===== config.mk =====
export PLATFORM = sky130hd
export DESIGN_NAME = irq_controller
export DESIGN_NICKNAME = d
export VERILOG_FILES = /design/src/rtl/irq_controller.sv
export SDC_FILE = /design/constraint.sdc
export NUM_CORES = 1
export LEC_CHECK = 0
export BUFFER_PORTS_ARGS = -buffer_cell sky130_fd_sc_hd__buf_2
export CAP_MARGIN = 20
export CORE_MARGIN = 5
export CORE_UTILIZATION = 37
export DETAILED_ROUTE_END_ITERATION = 10
export GPL_TIMING_DRIVEN = 1
export HOLD_SLACK_MARGIN = 0.06
export PLACE_DENSITY = 0.86
export SYNTH_ARGS = -nofsm -noshare
export SYNTH_HDL_FRONTEND = slang
export SYNTH_SLANG_ARGS = --single-unit

===== constraint.sdc =====
create_clock -name clk -period 0.96 [get_ports clk]
set_input_delay 0.144 -clock clk [delete_from_list [all_inputs] [get_ports clk]]
set_output_delay 0.144 -clock clk [all_outputs]
set_load 0.03 [all_outputs]

===== src/rtl/irq_controller.sv =====
// irq_controller: prioritised, edge-triggered interrupt controller feeding the
// multicycle control unit. Latches rising edges on irq_in into a pending
// register, masks them, and raises int_sig for the lowest-index eligible
// source. On int_ack it saves the PC into epc and selects the handler vector.
// On int_done it leaves service and re-arms.
module irq_controller #(
    parameter int          NUM_IRQ    = 4,
    parameter logic [31:0] VEC_BASE   = 32'h0000_0080,
    parameter logic [31:0] VEC_STRIDE = 32'h0000_0010
) (
    input  logic               clk,
    input  logic               rst,
    input  logic [NUM_IRQ-1:0] irq_in,
    input  logic               int_ack,
    input  logic               int_done,
    input  logic [31:0]        pc_in,
    input  logic               cfg_we,
    input  logic [1:0]         cfg_addr,
    input  logic [31:0]        cfg_wdata,
    output logic [31:0]        cfg_rdata,
    output logic               int_sig,
    output logic [31:0]        vector_addr,
    output logic [31:0]        epc_out,
    output logic               in_service
);

    // Index reported when an acknowledge arrives with nothing eligible
    localparam logic [3:0] SPURIOUS_ID = 4'(NUM_IRQ);

    typedef enum logic {
        ST_IDLE    = 1'b0,
        ST_SERVICE = 1'b1
    } state_t;

    state_t             r_state;
    state_t             w_state_nxt;
    logic               w_ack_take;
    logic               w_done_take;

    logic [NUM_IRQ-1:0] r_irq_prev;
    logic [NUM_IRQ-1:0] r_pending;
    logic [NUM_IRQ-1:0] r_mask;
    logic [NUM_IRQ-1:0] w_rise;
    logic [NUM_IRQ-1:0] w_eligible;
    logic [NUM_IRQ-1:0] w_sel_oh;
    logic [NUM_IRQ-1:0] w_clr;
    logic [3:0]         w_sel;

    logic [3:0]         r_active_id;
    logic [31:0]        r_epc;
    logic               r_int_sig;
    logic               w_int_sig_nxt;
    logic [31:0]        w_rdata;
    logic               w_unused_wdata;

    assign w_rise     = irq_in & ~r_irq_prev;
    assign w_eligible = r_pending & r_mask;

    // Service state register
    always_ff @(posedge clk) begin
        if (rst) begin
            r_state <= ST_IDLE;
        end else begin
            r_state <= w_state_nxt;
        end
    end

    // Next-state: ack only honoured in IDLE, done only honoured in SERVICE
    always_comb begin
        w_state_nxt = r_state;
        w_ack_take  = 1'b0;
        w_done_take = 1'b0;
        case (r_state)
            ST_IDLE: begin
                if (int_ack) begin
                    w_ack_take  = 1'b1;
                    w_state_nxt = ST_SERVICE;
                end
            end
            ST_SERVICE: begin
                if (int_done) begin
                    w_done_take = 1'b1;
                    w_state_nxt = ST_IDLE;
                end
            end
        endcase
    end

    // Lowest-index eligible source wins; scanning downward leaves the lowest hit
    always_comb begin
        w_sel    = SPURIOUS_ID;
        w_sel_oh = '0;
        for (int i = NUM_IRQ - 1; i >= 0; i--) begin
            if (w_eligible[i]) begin
                w_sel       = 4'(i);
                w_sel_oh    = '0;
                w_sel_oh[i] = 1'b1;
            end
        end
    end

    // Pending clears come from the acknowledged source and from W1C config writes
    always_comb begin
        w_clr = '0;
        if (w_ack_take) begin
            w_clr = w_clr | w_sel_oh;
        end
        if (cfg_we && (cfg_addr == 2'd1)) begin
            w_clr = w_clr | cfg_wdata[NUM_IRQ-1:0];
        end
    end

    // Request is dropped immediately on the accepted ack so the control unit sees one edge
    assign w_int_sig_nxt = (|w_eligible) & (r_state == ST_IDLE) & ~w_ack_take;

    // Edge detector, pending (a same-cycle rise beats any clear) and mask register
    always_ff @(posedge clk) begin
        if (rst) begin
            r_irq_prev <= '0;
            r_pending  <= '0;
            r_mask     <= '1;
        end else begin
            r_irq_prev <= irq_in;
            r_pending  <= (r_pending & ~w_clr) | w_rise;
            if (cfg_we && (cfg_addr == 2'd0)) begin
                r_mask <= cfg_wdata[NUM_IRQ-1:0];
            end
        end
    end

    // Capture return PC and serviced source on an accepted acknowledge
    always_ff @(posedge clk) begin
        if (rst) begin
            r_epc       <= '0;
            r_active_id <= '0;
        end else if (w_ack_take) begin
            r_epc       <= pc_in;
            r_active_id <= w_sel;
        end
    end

    // Registered interrupt request to the control unit
    always_ff @(posedge clk) begin
        if (rst) begin
            r_int_sig <= 1'b0;
        end else begin
            r_int_sig <= w_int_sig_nxt;
        end
    end

    // Config read mux; unused bits read as zero
    always_comb begin
        w_rdata = '0;
        case (cfg_addr)
            2'd0: w_rdata[NUM_IRQ-1:0] = r_mask;
            2'd1: w_rdata[NUM_IRQ-1:0] = r_pending;
            2'd2: begin
                w_rdata[31]  = (r_state == ST_SERVICE);
                w_rdata[3:0] = r_active_id;
            end
            default: w_rdata = r_epc;
        endcase
    end

    // Only the low NUM_IRQ bits of the write data are meaningful
    assign w_unused_wdata = ^cfg_wdata;

    assign cfg_rdata   = w_rdata;
    assign int_sig     = r_int_sig;
    assign in_service  = (r_state == ST_SERVICE);
    assign epc_out     = r_epc;
    assign vector_addr = VEC_BASE + ({28'd0, r_active_id} * VEC_STRIDE);

endmodule


==> reports/results.tsv, run 1 <==
metric	value	unit
Post-Syn Area	0.00241	mm²
Routed wire per std cell	21.0	µm
Total Power	5.91	mW
mean post-synth cell area	8.58	µm²
startpoint types	flop	
Comb power frac	41.5	%
clock transition at the registers of the reported paths	0.09	ns
crit path kind	flop to output port	
CTS tree	built	
largest net degree at the start of global routing	29	
Synth area leaders	dfxtp_1, nand2_1, buf_4	
Worst Hold Margin	0.0799	ns
RSZ-0062 raised after global routing	yes	
maxcap violations	0	
CP max stage cell	mux4_2	
RePlAce Congestion	0.868	
nets@finish	560	
Fillers	337	
switch share	35.4	%
chip width	90.7	µm
CP peak stage delay	0.49	ns
Reg power frac	38.5	%
clock root buffer	clkbuf_8	
CTS buffer count	5	
Port Buffers	115	
r2r endpoint	epc_out[15]	
number of synthesized register bits	49	
reg-to-reg slack, setup	-0.38	ns
CTS sink count	49	
Max Clock Skew	0.00752	ns
Crit. End Element	output port	
critical path data required time	0.82	ns
clk_lat worst skew	0.30	ns
VDD IR max	0.747	mV
Hold Path Class	input pin to flop	
# rows	29	
Multi-input gate area	0.00180	mm²
P_sw	2.09	mW
I/O Pins	173	
final WL	11.8	mm
Pre-antenna DRT Iters	6	
hold path depth	3	
critical path fanouts, max	3	
number of remaining DRC errors	0	
post-synth cell types	31	
vias in the first global route	2838	
Post-synth EDFFs	0	
WHS Endpoint	epc_out[26]	
min Tclk post-route	1.44	ns
final setup vio count	100	
Hold Path Origin	pc_in[26]	
Max clock buf depth	2	
source of the worst register-to-register timing path	in_service	
commonest non-fill, non-tap cell in the layout	buf_6	
Initial Utilization	38.0	%
register area share after synthesis	40.7	%
GR Util All Layers	22.3	%
Via Count	2939	
ANT nets after route	0	
post-DP HPWL	5.42	mm
CP arrival	1.29	ns
vias per cell	5.22	
crit share post-route	150	%
top cell type's share of synthesized area	40.7	%
share of synthesized registers carrying an async set or reset	0	%
Iter 0 DRT Violations	137	
FF-to-FF path depth	7	
highest-count cells in the layout ignoring fill and taps	buf_6, buf_4, buf_2	
Die ar.	0.00823	mm²
Internal	3.82	mW
crit-path cells	mux4_2, buf_6	
Area Growth Syn to Fin	118	%
outcome	finished, violations left	
pwr dens	1130	mW/mm²
clock power share	20.0	%
Core Footprint	0.00635	mm²
final max-slew violation count	0	
post-synth top area cell	dfxtp_1	
Yosys warnings	0	
failing checks	setup timing	
LEAKAGE	2.50	nW
initial antenna violation count	0	
Sequential Area	0.00110	mm²
fmax	0.696	GHz
Post-Syn Instances	281	
die height	90.7	µm
first-pass GRT wire length	15.1	mm
CTS HTree Levels	2	
share of post-route cells with drive strength above 1	81.9	%
CP Launch Point	r_pending[2]	
worst setup margin	-0.477	ns
total grt overflow	0	
ys flop type	dfxtp_1	
ant diodes	0	
final count of hold timing violations	0	
-- worst max-delay path by stage --
stage / endpoint / slack, ns / cells after the start
floorplan: cfg_rdata[0] / -0.13 / 1
global placement: int_sig / -0.27 / 2
detailed placement: int_sig / -0.28 / 2
CTS: cfg_rdata[1] / -0.48 / 2
global route: cfg_rdata[0] / -0.51 / 2
finish: cfg_rdata[2] / -0.48 / 2
-- routing by layer --
metal / vias to the layer above / wire length (µm) / global-route usage (%)
met5: - / 0 / 0
met4: 0 / 326 / 5.96
met3: 29 / 787 / 5.17
met2: 149 / 6560 / 41.0
met1: 1467 / 4130 / 25.5
li1: 1294 / - / -
-- cells in the mapped netlist (2+ instances only) --
library cell  count
a21oi_1          14
a21oi_2          20
a22oi_1           3
a41o_1            3
and3_1           27
buf_2             6
buf_4            35
buf_6             3
clkbuf_1          5
conb_1            2
dfxtp_1          49
mux2i_1           6
mux4_2            3
nand2_1          75
nand3_1           6
nor2b_1           8
o21ai_1           2
-- kinds of logic (layout without fill, tap and decap cells) --
group	count (synthesis)	count (layout)	share of synthesized area, %
other	2	29	0.311
and+or+nand+nor	124	124	24.7
muxes	9	9	5.29
AOI/OAI and AO/OA	46	46	14.4
DFF	49	49	40.7
buffers and inverters	51	229	14.6
-- repair_timing --
action / CTS / global route
endpoints found under the setup margin: 108 / 110
buffers inserted: 33 / 46
resized for setup: 253 / 110
hold endpoints to repair: 1 / 0
gates cloned: 7 / 0
hold buffers: 1 / 0
pin swaps: 40 / 44
-- sequential cells by signal, indices dropped and copies added, names as in the netlist --
register	count
r_irq_prev	4
r_mask	4
in_service	1
epc_out	32
r_pending	4
r_active_id	3
int_sig	1
-- critical path, delay by kind of cell, from the launching register on --
kind,cells,cell delay (ns)
buffers and inverters,1,0.16
DFF,1,0.35
muxes,1,0.49
-- final cells by class --
class,count,share of cell area (%)
Timing Repair Buffer,219,41.2
Multi-Input combinational cell,208,34.3
Sequential cell,49,20.9
Tap cell,77,1.83
Clock buffer,6,1.38
Clock inverter,2,0.191
Inverter,2,0.143
-- power by group through the flow --
stage                     Combinational (mW)  Clock (mW)  Sequential, mW
after floorplan                        0.825           0            2.49
after global placement                  1.34           0            2.30
after detailed placement                1.36           0            2.31
after CTS                               2.05        1.20            2.28
after global routing                    2.54        1.29            2.29
final                                   2.46        1.18            2.28
-- stage by stage --
stage	util (%)	setup WS [ns]	instances	instance area, µm²	setup TNS [ns]
final	82.7	-0.477	563	5250	-21.25
after global routing	82.7	-0.513	563	5250	-24.52
after CTS	73.4	-0.480	527	4660	-18.59
after detailed placement	52.0	-0.275	479	3300	-12.49
after global placement	52.0	-0.272	479	3300	-11.24
after floorplan	-	-0.125	308	2730	-3.01
No activity file was read; power rests on OpenSTA's default activity.
==> inputs of run 2 (changes only) <==
==> config.mk (replaced) <==
export PLATFORM = sky130hd
export DESIGN_NAME = irq_controller
export DESIGN_NICKNAME = d
export VERILOG_FILES = /design/src/rtl/irq_controller.sv
export SDC_FILE = /design/constraint.sdc
export NUM_CORES = 1
export LEC_CHECK = 0
export BUFFER_PORTS_ARGS = -buffer_cell sky130_fd_sc_hd__buf_4
export CAP_MARGIN = 20
export CORE_MARGIN = 5
export CORE_UTILIZATION = 30
export DETAILED_ROUTE_END_ITERATION = 10
export GPL_TIMING_DRIVEN = 1
export HOLD_SLACK_MARGIN = 0.06
export PLACE_DENSITY = 0.71
export SYNTH_ARGS = -nofsm -noshare
export SYNTH_HDL_FRONTEND = slang
export SYNTH_SLANG_ARGS = --single-unit
==> constraint.sdc (replaced) <==
create_clock -name clk -period 1.5 [get_ports clk]
set_input_delay 0.225 -clock clk [delete_from_list [all_inputs] [get_ports clk]]
set_output_delay 0.225 -clock clk [all_outputs]
set_load 0.03 [all_outputs]
==> run 2 against run 1 <==
  * The flow still finishes with violations (setup timing)
  * Non-clock buffer count shrank 88
  * Power shrank 42%
  * Flip-flop and latch count is the same
  * Critical endpoint unchanged
  * Register-to-register slack gained 0.64 ns
  * First-iteration DRC count shrank 53%
  * Final area shrank 34%
  * Sequential power shrank 37%
  * Setup slack gained 0.46 ns
  * Routed wire length shrank 41%
  * Utilization shrank 38 points
==> reports/results.tsv, run 2 (synthesis results as in run 1) <==
metric	value	unit
VDD IR max	0.446	mV
Fillers	802	
Routed wire per std cell	13.9	µm
Multi-input gate area	0.00118	mm²
CTS tree	built	
Worst path depth	2	
final WL	6.94	mm
max reg flops	32	
final max-slew violation count	0	
CP bufs+invs	1	
CP peak stage delay	0.49	ns
outcome	finished, violations left	
highest-count cells in the layout ignoring fill and taps	buf_4, nand2_1, dfxtp_1	
share of post-route cells with drive strength above 1	45.0	%
chip width	99.7	µm
maxcap violations	0	
FF-to-FF path depth	4	
Total Power	3.45	mW
CTS sink count	49	
switch share	30.6	%
ANT nets after route	0	
Area Growth Syn to Fin	43.6	%
failing checks	setup timing	
first-pass GRT wire length	10.8	mm
# rows	32	
largest net degree at the start of global routing	36	
Worst Hold Margin	0.0857	ns
hold path depth	2	
final setup vio count	1	
Reg power frac	41.8	%
Die ar.	0.00993	mm²
Top delay family on crit path	multiplexers	
crit-path cells	mux4_2, buf_6	
LEAKAGE	1.69	nW
Internal	2.39	mW
CTS buffer count	5	
Sequential Area	1000	µm²
initial antenna violation count	0	
CTS HTree Levels	2	
ant diodes	0	
Post-Route M1 WL	2.78	mm
Non-Filler Instances	500	
Pre-antenna DRT Iters	4	
crit path kind	flop to output port	
clock transition at the registers of the reported paths	0.10	ns
total grt overflow	0	
fmax	0.659	GHz
I/O Pins	173	
Comb power frac	25.2	%
commonest non-fill, non-tap cell in the layout	buf_4	
crit share post-route	101	%
metal3 WL	637	µm
Via Count	2249	
RSZ-0062 raised after global routing	yes	
startpoint types	flop	
RePlAce Congestion	0.825	
Port Buffers	115	
CP arrival	1.29	ns
worst setup margin	-0.0184	ns
die height	99.7	µm
clock power share	33.0	%
clock root buffer	clkbuf_8	
GR Util All Layers	13.3	%
Iter 0 DRT Violations	65	
min Tclk post-route	1.52	ns
vias in the first global route	2183	
nets@finish	472	
critical path fanouts, max	2	
vias per cell	4.50	
metal2 WL	3.43	mm
placed cells	485	
pwr dens	995	mW/mm²
number of remaining DRC errors	0	
critical path data required time	1.27	ns
Setup TNS	-0.0184	ns
Top Metal Used	met4	
CP max stage cell	mux4_2	
final count of hold timing violations	0	
post-DP HPWL	5.15	mm
clk_lat worst skew	0.30	ns
Hold Path Class	input pin to flop	
Core Footprint	0.00777	mm²
P_sw	1.06	mW
# hold bufs at CTS	0	
Max Clock Skew	0.00536	ns
Initial Utilization	31.1	%
Max clock buf depth	2	
Crit. End Element	output port	
-- run 2: area by class of cell --
| cell class | count | area share (%) |
|---|---|---|
| clock inverters | 3 | 1.99 |
| multi-input cells | 208 | 34.2 |
| flip-flops and latches | 49 | 28.9 |
| clock buffers | 5 | 1.99 |
| well taps | 102 | 3.68 |
| repair buffers | 131 | 29.1 |
| inverters | 2 | 0.217 |
-- run 2: routing by layer --
metal	track usage (%)	up-vias
li1	-	1109
met1	16.0	1030
met2	22.6	99
met3	4.63	11
met4	3.47	0
met5	0	-
-- run 2: repair_timing --
item	CTS	global route
buffers inserted	7	0
endpoints found under the setup margin	3	4
resized for setup	14	3
pin swaps	0	0
-- run 2: stage by stage --
step                      utilization, %  setup slack (ns)  instance area [µm²]
after detailed placement            41.8             0.161                 3240
final                               44.6           -0.0184                 3460
after floorplan                        -             0.126                 2510
after CTS                           44.6           -0.0185                 3460
after global placement              41.8             0.164                 3240
after global routing                44.6           -0.0437                 3460
-- run 2: worst paths after layout --
| path | endpoint | slack, ns | from |
|---|---|---|---|
| max | cfg_rdata[2] | -0.02 | epc_out[2] |
| min reg2reg | r_active_id[2] | 0.47 | r_active_id[2] |
| min | in_service | 0.09 | int_done |
| max reg2reg | r_pending[3] | 0.26 | r_mask[0] |
-- run 2: power by group through the flow --
stage	logic (mW)	registers, mW	clock network [mW]
2_1_floorplan	0.487	1.58	0
3_3_place_gp	0.835	1.47	0
3_5_place_dp	0.843	1.47	0
4_1_cts	0.875	1.44	1.17
5_1_grt	0.933	1.45	1.21
6_report	0.868	1.44	1.14
==> inputs of run 3 (changes only) <==
--- a/config.mk
+++ b/config.mk
@@ -13,6 +13,7 @@
 export GPL_TIMING_DRIVEN = 1
 export HOLD_SLACK_MARGIN = 0.06
 export PLACE_DENSITY = 0.71
+export REMOVE_ABC_BUFFERS = 1
 export SYNTH_ARGS = -nofsm -noshare
 export SYNTH_HDL_FRONTEND = slang
 export SYNTH_SLANG_ARGS = --single-unit
==> constraint.sdc (replaced) <==
create_clock -name clk -period 1.7 [get_ports clk]
set_input_delay 0.255 -clock clk [delete_from_list [all_inputs] [get_ports clk]]
set_output_delay 0.255 -clock clk [all_outputs]
set_load 0.03 [all_outputs]
==> run 3 against run 2 <==
  * The flow now finishes without violations
  * Flip-flop and latch count did not move
  * Sequential share of layout area increased by 0.37 points
  * Final cell count shrank 1.6%
  * Setup slack improved by 0.16 ns
  * Register-to-register slack better by 0.16 ns
  * Clock power shrank 25%
  * Routed wire length fell by 1.3%
  * Hold slack gained 0.061 ns
  * Clock skew about the same
  * Power shrank 17%
  * Critical endpoint unchanged
  * Global-route usage fell by 0.067 points
==> reports/results.tsv, run 3 (synthesis results as in run 1) <==
metric	value	unit
outcome	completed	
CP peak stage delay	0.47	ns
CTS sink count	49	
largest net degree at the start of global routing	27	
ANT nets after route	0	
Top Metal Used	met4	
Pre-antenna DRT Iters	5	
LEAKAGE	1.64	nW
Die ar.	0.00993	mm²
vias per cell	4.40	
clock transition at the registers of the reported paths	0.09	ns
metal3 WL	629	µm
VDD IR max	0.367	mV
Initial Utilization	31.1	%
total grt overflow	0	
max reg flops	32	
Fillers	785	
GR Util All Layers	13.2	%
Max clock buf depth	2	
CP arrival	1.30	ns
Multi-input gate area	0.00118	mm²
Via Count	2163	
final count of hold timing violations	0	
buffer count from post-CTS setup fixing	0	
CTS HTree Levels	2	
I/O Pins	173	
crit path kind	flop to output port	
chip width	99.7	µm
clk_lat worst skew	0.29	ns
CTS tree	built	
final max-slew violation count	0	
Sequential Area	981	µm²
nets@finish	464	
Post-Route Utilization	43.2	%
Post-Route M1 WL	2.60	mm
fmax	0.642	GHz
Core Footprint	0.00777	mm²
startpoint types	flop	
ant diodes	0	
Routed wire per std cell	13.9	µm
first-pass GRT wire length	10.6	mm
CTS buffer count	5	
number of remaining DRC errors	0	
Max Clock Skew	0.00551	ns
Worst Hold Margin	0.147	ns
vias in the first global route	2159	
final setup vio count	0	
Iter 0 DRT Violations	66	
Port Buffers	115	
clock root buffer	clkbuf_8	
min Tclk post-route	1.56	ns
post-DP HPWL	5.16	mm
post-CTS sizing	0	
RePlAce Congestion	0.760	
share of post-route cells with drive strength above 1	40.5	%
# hold bufs at CTS	0	
maxcap violations	0	
initial antenna violation count	0	
Area Growth Syn to Fin	39.2	%
# rows	32	
metal2 WL	3.59	mm
critical path fanouts, max	5	
final WL	6.84	mm
RSZ-0062 raised after global routing	no	
CP max stage cell	mux4_2	
Hold Path Class	input pin to flop	
highest-count cells in the layout ignoring fill and taps	buf_4, nand2_1, dfxtp_1	
critical path data required time	1.44	ns
Crit. End Element	output port	
Setup TNS	0	ns
pwr dens	853	mW/mm²
crit-path cells	mux4_2, buf_4	
die height	99.7	µm
commonest non-fill, non-tap cell in the layout	buf_4	
crit share post-route	91.6	%
## run 3: cell count changes in the layout (fill, tap and decap cells not counted), sizes merged
cell | before | now
clkbuf | 5 | 6
buf | 131 | 123
clkinvlp | 0 | 1
bufinv | 2 | 1
inv | 3 | 2
## run 3: path summary, 6_finish.rpt
check                   start            to  slack, ns  cells past startpoint
setup reg to reg   in_service   epc_out[16]       0.42                      4
hold reg to reg   epc_out[13]   epc_out[13]       0.47                      2
hold / removal       int_done    in_service       0.15                      2
setup / recovery    r_mask[2]  cfg_rdata[2]       0.14                      2
## run 3: area by class of cell
class | count | area share, %
well taps | 102 | 3.80
clock inverters | 2 | 1.12
inverters | 2 | 0.224
flip-flops and latches | 49 | 29.2
clock buffers | 6 | 2.46
repair buffers | 123 | 27.9
multi-input cells | 208 | 35.3
## run 3: report_power, final
group | switching [mW] | leakage [nW] | internal (mW) | total, mW
Clock | 0.376 | 0.0574 | 0.478 | 0.855
Combinational | 0.459 | 1.18 | 0.276 | 0.734
Sequential | 0.0565 | 0.403 | 1.22 | 1.28
## run 3: stage by stage
step / instance area [µm²] / power (mW) / worst slack, ns / std cells
2_1_floorplan: 2170 / 1.71 / -0.152 / 259
3_3_place_gp: 3240 / 2.03 / 0.239 / 484
3_5_place_dp: 3240 / 2.04 / 0.229 / 484
4_1_cts: 3360 / 2.91 / 0.120 / 492
5_1_grt: 3360 / 3.02 / 0.0687 / 492
6_report: 3360 / 2.86 / 0.142 / 492
## run 3: worst max-delay path: cells and delay by family, from the launching register on
| family | cells | cell delay (ns) |
|---|---|---|
| muxes | 1 | 0.47 |
| DFF | 1 | 0.36 |
| buffers and inverters | 1 | 0.18 |
## run 3: routing by layer
metal,vias to the layer above,global-route usage (%)
met2,87,24.4
met5,-,0
met3,2,4.84
met1,980,14.6
met4,0,2.52
li1,1094,-
